## src/rtl/rcosc_req_ctrl_if.sv

```systemverilog
// rcosc_req_ctrl_if -- request/grant bundle between fabric clients and the
// RC oscillator sequencer.
//   REQ         client -> ctrl  per-client clock request (level)
//   ACK         ctrl -> client  per-client grant, global 160 MHz clock valid
//   OSC_ON      ctrl -> pad     oscillator enable (OSC_160MHZ_ON)
//   CLK_GATE_EN ctrl -> buffer  gated global clock buffer enable
//   OSC_READY   ctrl -> fabric  oscillator up and gate open
//   STATE       ctrl -> debug   FSM state code
//   ON_CNT      ctrl -> debug   OFF->STARTUP count (RCOSC_CTRL_STATS_EN only)
// Modports: master = client side, slave = controller side.
interface rcosc_req_ctrl_if #(
  parameter int NUM_REQ = 4
);
  logic [NUM_REQ-1:0] REQ;
  logic [NUM_REQ-1:0] ACK;
  logic               OSC_ON;
  logic               CLK_GATE_EN;
  logic               OSC_READY;
  logic [2:0]         STATE;
`ifdef RCOSC_CTRL_STATS_EN
  logic [15:0]        ON_CNT;
`endif

  modport master (
    output REQ,
    input  ACK, OSC_ON, CLK_GATE_EN, OSC_READY, STATE
`ifdef RCOSC_CTRL_STATS_EN
    , input ON_CNT
`endif
  );

  modport slave (
    input  REQ,
    output ACK, OSC_ON, CLK_GATE_EN, OSC_READY, STATE
`ifdef RCOSC_CTRL_STATS_EN
    , output ON_CNT
`endif
  );
endinterface

```

## src/rtl/rcosc_req_ctrl.sv

```systemverilog
// rcosc_req_ctrl -- demand-driven sequencer for the 160 MHz RC oscillator and
// its global clock gate. Runs on the always-on fabric clock.
// Ports:
//   CLK     always-on fabric clock
//   RESETN  synchronous active-low reset
//   bus     rcosc_req_ctrl_if.slave (REQ in; ACK, OSC_ON, CLK_GATE_EN,
//           OSC_READY, STATE out; ON_CNT out when stats enabled)
// Optional feature: define RCOSC_CTRL_STATS_EN to add the saturating ON_CNT
// counter of OFF->STARTUP transitions.
// Sequence: OFF -> STARTUP (osc on, wait) -> ON (gate open, ACK follows REQ)
// -> HOLD (idle timer) -> SHUTDOWN (gate closed, osc still on) -> OFF.
module rcosc_req_ctrl #(
  parameter int NUM_REQ        = 4,
  parameter int STARTUP_CYCLES = 64,
  parameter int HOLD_CYCLES    = 256,
  parameter int GATE_LEAD      = 4
) (
  input logic              CLK,
  input logic              RESETN,
  rcosc_req_ctrl_if.slave  bus
);
  localparam logic [2:0] S_OFF      = 3'd0;
  localparam logic [2:0] S_STARTUP  = 3'd1;
  localparam logic [2:0] S_ON       = 3'd2;
  localparam logic [2:0] S_HOLD     = 3'd3;
  localparam logic [2:0] S_SHUTDOWN = 3'd4;

  localparam int MAX_SH = (STARTUP_CYCLES > HOLD_CYCLES) ? STARTUP_CYCLES : HOLD_CYCLES;
  localparam int MAX_C  = (MAX_SH > GATE_LEAD) ? MAX_SH : GATE_LEAD;
  localparam int CW     = $clog2(MAX_C + 1);

  localparam logic [CW-1:0] LD_STARTUP = CW'(STARTUP_CYCLES - 1);
  localparam logic [CW-1:0] LD_HOLD    = CW'(HOLD_CYCLES - 1);
  localparam logic [CW-1:0] LD_LEAD    = CW'(GATE_LEAD - 1);

  logic [2:0]         r_state;
  logic [CW-1:0]      r_cnt;
  logic               r_osc_on;
  logic               r_gate;
  logic               r_ready;
  logic [NUM_REQ-1:0] r_ack;
  logic               w_any_req;
  logic               w_cnt_zero;

  assign w_any_req  = |bus.REQ;
  assign w_cnt_zero = (r_cnt == '0);

  always_ff @(posedge CLK) begin
    if (!RESETN) begin
      r_state  <= S_OFF;
      r_cnt    <= '0;
      r_osc_on <= 1'b0;
      r_gate   <= 1'b0;
      r_ready  <= 1'b0;
      r_ack    <= '0;
    end else begin
      // ACK is only ever non-zero while ON; every other path clears it.
      r_ack <= '0;
      case (r_state)
        S_OFF: begin
          if (w_any_req) begin
            r_state  <= S_STARTUP;
            r_osc_on <= 1'b1;
            r_cnt    <= LD_STARTUP;
          end
        end
        S_STARTUP: begin
          if (w_cnt_zero) begin
            r_gate  <= 1'b1;
            r_ready <= 1'b1;
            // Startup never aborts; a request that went away lands in HOLD.
            if (w_any_req) begin
              r_state <= S_ON;
            end else begin
              r_state <= S_HOLD;
              r_cnt   <= LD_HOLD;
            end
          end else begin
            r_cnt <= r_cnt - 1'b1;
          end
        end
        S_ON: begin
          if (w_any_req) begin
            r_ack <= bus.REQ;
          end else begin
            r_state <= S_HOLD;
            r_cnt   <= LD_HOLD;
          end
        end
        S_HOLD: begin
          // A new request wins over timer expiry on the same edge.
          if (w_any_req) begin
            r_state <= S_ON;
          end else if (w_cnt_zero) begin
            r_state <= S_SHUTDOWN;
            r_gate  <= 1'b0;
            r_ready <= 1'b0;
            r_cnt   <= LD_LEAD;
          end else begin
            r_cnt <= r_cnt - 1'b1;
          end
        end
        S_SHUTDOWN: begin
          // Gate is already closed; the oscillator drops GATE_LEAD cycles later.
          if (w_cnt_zero) begin
            r_state  <= S_OFF;
            r_osc_on <= 1'b0;
          end else begin
            r_cnt <= r_cnt - 1'b1;
          end
        end
        default: begin
          r_state  <= S_OFF;
          r_cnt    <= '0;
          r_osc_on <= 1'b0;
          r_gate   <= 1'b0;
          r_ready  <= 1'b0;
        end
      endcase
    end
  end

  assign bus.ACK         = r_ack;
  assign bus.OSC_ON      = r_osc_on;
  assign bus.CLK_GATE_EN = r_gate;
  assign bus.OSC_READY   = r_ready;
  assign bus.STATE       = r_state;

`ifdef RCOSC_CTRL_STATS_EN
  logic [15:0] r_on_cnt;

  always_ff @(posedge CLK) begin
    if (!RESETN) begin
      r_on_cnt <= '0;
    end else if (r_state == S_OFF && w_any_req && r_on_cnt != 16'hFFFF) begin
      r_on_cnt <= r_on_cnt + 16'd1;
    end
  end

  assign bus.ON_CNT = r_on_cnt;
`endif
endmodule

```

## src/flat_wrapper.sv

```systemverilog
// flat-port wrapper written by rule: the top's interface ports become plain ports
module rcosc_req_ctrl_flat 
#(
  parameter int NUM_REQ        = 4,
  parameter int STARTUP_CYCLES = 64,
  parameter int HOLD_CYCLES    = 256,
  parameter int GATE_LEAD      = 4
)
  (CLK, RESETN, bus_REQ, bus_ACK, bus_OSC_ON, bus_CLK_GATE_EN, bus_OSC_READY, bus_STATE);
  rcosc_req_ctrl_if #(.NUM_REQ(NUM_REQ)) bus_i ();
  input logic CLK;
  input logic RESETN;
  input wire logic [$bits(bus_i.REQ)-1:0] bus_REQ;
  output wire logic [$bits(bus_i.ACK)-1:0] bus_ACK;
  output wire logic [$bits(bus_i.OSC_ON)-1:0] bus_OSC_ON;
  output wire logic [$bits(bus_i.CLK_GATE_EN)-1:0] bus_CLK_GATE_EN;
  output wire logic [$bits(bus_i.OSC_READY)-1:0] bus_OSC_READY;
  output wire logic [$bits(bus_i.STATE)-1:0] bus_STATE;
  assign bus_i.REQ = bus_REQ;
  assign bus_ACK = bus_i.ACK;
  assign bus_OSC_ON = bus_i.OSC_ON;
  assign bus_CLK_GATE_EN = bus_i.CLK_GATE_EN;
  assign bus_OSC_READY = bus_i.OSC_READY;
  assign bus_STATE = bus_i.STATE;
  rcosc_req_ctrl #(.NUM_REQ(NUM_REQ), .STARTUP_CYCLES(STARTUP_CYCLES), .HOLD_CYCLES(HOLD_CYCLES), .GATE_LEAD(GATE_LEAD)) u_core (.CLK(CLK), .RESETN(RESETN), .bus(bus_i));
endmodule
```

## config.mk

```make
export PLATFORM = sky130hd
export DESIGN_NAME = rcosc_req_ctrl_flat
export DESIGN_NICKNAME = d
export VERILOG_FILES = /design/src/rtl/rcosc_req_ctrl_if.sv /design/src/rtl/rcosc_req_ctrl.sv /design/src/flat_wrapper.sv
export SDC_FILE = /design/constraint.sdc
export NUM_CORES = 1
export LEC_CHECK = 0
export ABC_CLOCK_PERIOD_IN_PS = 3500
export BUFFER_PORTS_ARGS = -buffer_cell sky130_fd_sc_hd__buf_2
export CORE_MARGIN = 2
export CORE_UTILIZATION = 35
export CTS_CLUSTER_SIZE = 16
export DETAILED_ROUTE_END_ITERATION = 16
export GPL_TIMING_DRIVEN = 0
export HOLD_SLACK_MARGIN = 0.03
export MAX_ROUTING_LAYER = met4
export PLACE_DENSITY = 0.6
export SYNTH_ARGS = -nofsm -noshare
export SYNTH_HDL_FRONTEND = slang
export SYNTH_SLANG_ARGS = --single-unit
```

## constraint.sdc

```tcl
create_clock -name CLK -period 3.5 [get_ports CLK]
set_clock_uncertainty 0.2 [all_clocks]
set_input_delay 0.7 -clock CLK [delete_from_list [all_inputs] [get_ports CLK]]
set_output_delay 0.7 -clock CLK [all_outputs]
set_load 0.02 [all_outputs]
```

==> results by group <==
Worst setup path
  – Type of origin of the critical path: flop
  – Crit path max fanout: 9
  – Worst path cell trace: clkbuf_1 -> inv_1 -> ha_1 -> or3b_2 -> nor3_4 -> a31oi_2 -> nand3_1 -> o32ai_1
  – R2r setup slk: 0.72 ns
  – Peak per-stage delay on the critical path: about 0.56 ns
  – Critical path arrival: between 2 and 3 ns
  – Number of buffers and inverters on the critical path: 2
  – Capturing element type of the critical path: flop
  – CP max stage cell: sky130_fd_sc_hd__or3b_2
  – Type of the worst setup path: flop to flop
  – Worst path required time: approximately 3.5 ns
  – Delay-heaviest family, CP: simple AND/OR/NAND/NOR gates

Timing
  – Final critical delay including setup and external delays: 2.78 ns
  – Final Hold Viols: 0
  – Share of the cycle needed by the critical path after routing: 79.3%
  – Maximum clock frequency: 360 MHz
  – Total Neg Setup Slack: 0 ns
  – RSZ-0062 raised after global routing: no
  – Endpoints failing setup: 0
  – Slew Limit Headroom: 27.9%
  – Max Transition Viols Final: 0
  – Worst slack on hold paths: 0.302 ns
  – Slew at the pin closest to its max-slew limit: roughly 1.1 ns

CTS
  – Number of levels in the clock H-tree: 1
  – Clock Pin Slew Worst Setup and Hold Paths: 0.09 ns
  – Insertion delay of the later-clocked pin in the worst-skew pair: 0.30 ns
  – Deepest clock path buffer count: 2
  – CTS Root Buffer Type: sky130_fd_sc_hd__clkbuf_4
  – Number of clock buffers inserted by TritonCTS: 3
  – Number of gates resized after CTS: 0
  – Post-CTS setup buffers: 0
  – TritonCTS clock tree: yes
  – Hold_buf cts: 0
  – TritonCTS sink count: 18

Cells and area
  – Fillers: roughly 360
  – Antenna diode count: 0
  – Finished Core Util: 41.7%
  – Multi-input combinational cell area: 811 sq um
  – Most used cells in the layout excluding fill and tap cells: 18 x sky130_fd_sc_hd__dfxtp_1, 16 x sky130_fd_sc_hd__buf_2, 16 x sky130_fd_sc_hd__nor2_1
  – Layout overhead on the synthesized area: 12.3%
  – FF+latch area: between 300 and 400 sq um
  – Fin nets: between 150 and 200
  – Most common cell after layout, fill and taps aside: sky130_fd_sc_hd__dfxtp_1
  – Share of final-layout standard cells stronger than drive strength 1: 19.8%

Power and ir drop
  – Leak pwr: 0.562 nW
  – Total power divided by cell area: 492 mW/mm^2
  – Worst ir drop on vdd: 0.000210 V

Die
  – Placeable core region: 0.00339 sq mm
  – DIE AREA: 0.00409 sq mm
  – Starting density of the core: 37.1%
  – Boundary Pins: 16
  – Horiz. Die Dim: about 64 microns
  – Die Y-Extent: around 64 microns
  – Row count: 21

Logic synthesis
  – Number of flip-flops and latches in the synthesized netlist: 18
  – Ys flop type: sky130_fd_sc_hd__dfxtp_1
  – Number of instances in the synthesized netlist: 164
  – Post-synth design cell area: 0.00126 sq mm
  – Share of the yosys chip area belonging to registers: 28.6%
  – Yosys warns: 0
  – Post-synthesis async set-or-reset flop share: 0%
  – Nets in the synthesized netlist: 171
  – Count of flip-flops with a built-in enable after synthesis: 0
  – Mapped Avg Cell Area: 7.68 sq um
  – Post-synth cell types: 47

Global routing
  – Vias in the first global route: 1236
  – Antenna violations before repair: 0
  – Total congestion overflow after global routing: 0
  – Wire length of the first global-routing pass: 5970 microns
  – Maximum number of pins on one net before global-route repair: 11
  – Global-route usage over all layers: 18.9%

Routing
  – Total wirelength of the detailed-routed design: 3460 microns
  – Drt wl/cell: 15.2 microns
  – DRC Markers: 0
  – 1st-iter DRT viols: 79
  – Total iterations of the first detailed-routing run: 4
  – Number of routed nets with antenna violations: 0
  – Via count: 1326
  – Detail-routed via count per cell: 5.82

Placed design
  – Final HPWL DP: 2530 microns
  – IO buf count: 15
  – Routability Congestion: ~0.95

Flow run
  – Max cap viols: 0

Outcome
  – Outcome: complete, no violations

Hold path
  – Worst min-delay path class: flop to flop
-- final timing paths --
path / endpoint / cells after the start / from
worst max register to register: u_core.r_cnt[1] / 8 / u_core.r_cnt[0]
worst min-delay path: u_core.bus.OSC_ON / 2 / u_core.bus.OSC_ON
worst max-delay path: u_core.r_cnt[1] / 8 / u_core.r_cnt[0]
worst min register to register: u_core.bus.OSC_ON / 2 / u_core.bus.OSC_ON
-- worst register-to-register path, delay by kind of cell (launching register included) --
kind	cells	cell delay, ns
and+or+nand+nor	3	1.23
adders and majority gates	1	0.21
buffers and inverters	2	0.27
AOI/OAI and AO/OA	2	0.44
DFF	1	0.31
-- flip-flops by register name, indices dropped and copies added, names as in the netlist --
register,count
u_core.bus.ACK,4
u_core.bus.OSC_ON,1
u_core.bus.OSC_READY,1
u_core.bus.STATE,3
u_core.r_cnt,9
-- power by group --
part           switching (W)  internal [W]  leakage, nW
logic               0.000200      0.000131        0.400
clock network      0.0000660     0.0000402       0.0138
registers          0.0000275      0.000232        0.148
total               0.000293      0.000403        0.562
-- synth_stat cells, drive strengths merged (2+ instances only) --
cell	n	area, sq um
or4	3	30.0
inv	8	30.0
nand2	12	47.6
and3	5	31.3
nor3	8	51.3
nor3b	2	15.0
o41ai	2	25.0
buf	3	23.8
o21ai	14	70.1
nor2b	3	18.8
o22ai	8	50.1
a22oi	4	30.0
or3b	2	17.5
nor4	5	58.8
nand2b	3	18.8
dfxtp	18	360
a21oi	11	55.1
clkbuf	9	33.8
xor2	3	26.3
nor2	16	60.1
a31oi	6	43.8
nand3	3	15.0
-- logic make-up (layout without fill, tap and decap cells) --
| family | Yosys count | in the layout | synth area share (%) |
|---|---|---|---|
| xor+xnor | 3 | 3 | 2.09 |
| fa+ha+maj | 1 | 1 | 0.994 |
| compound gates | 58 | 58 | 31.4 |
| buf+inv | 20 | 38 | 6.96 |
| simple gates | 64 | 64 | 29.9 |
| flops | 18 | 18 | 28.6 |
-- metrics by stage --
stage | setup slack, ns | cells | power (W) | instance area, sq um
6_report | 0.724 | 228 | 0.000696 | 1410
5_1_grt | 0.540 | 228 | 0.000751 | 1410
4_1_cts | 0.727 | 228 | 0.000700 | 1410
3_5_place_dp | 0.612 | 225 | 0.000589 | 1390
3_3_place_gp | 0.612 | 225 | 0.000587 | 1390
2_1_floorplan | 1.20 | 164 | 0.000513 | 1260
-- final cells by class --
type	instances	share of cell area (%)
timing repair buffer	15	5.31
tap	46	4.07
sequential	18	25.5
inverter	8	2.12
buffer	12	4.07
multi-input combinational	126	57.3
clock buffer	3	1.59
-- metal layers --
metal	track usage, %	vias up	part of all wire, %
met3	4.23	6	8.3
met4	9.24	0	1.3
met1	25.0	612	47
li1	-	652	-
met2	27.2	56	43
met5	-	-	0
No activity file was read; power rests on OpenSTA's default activity.
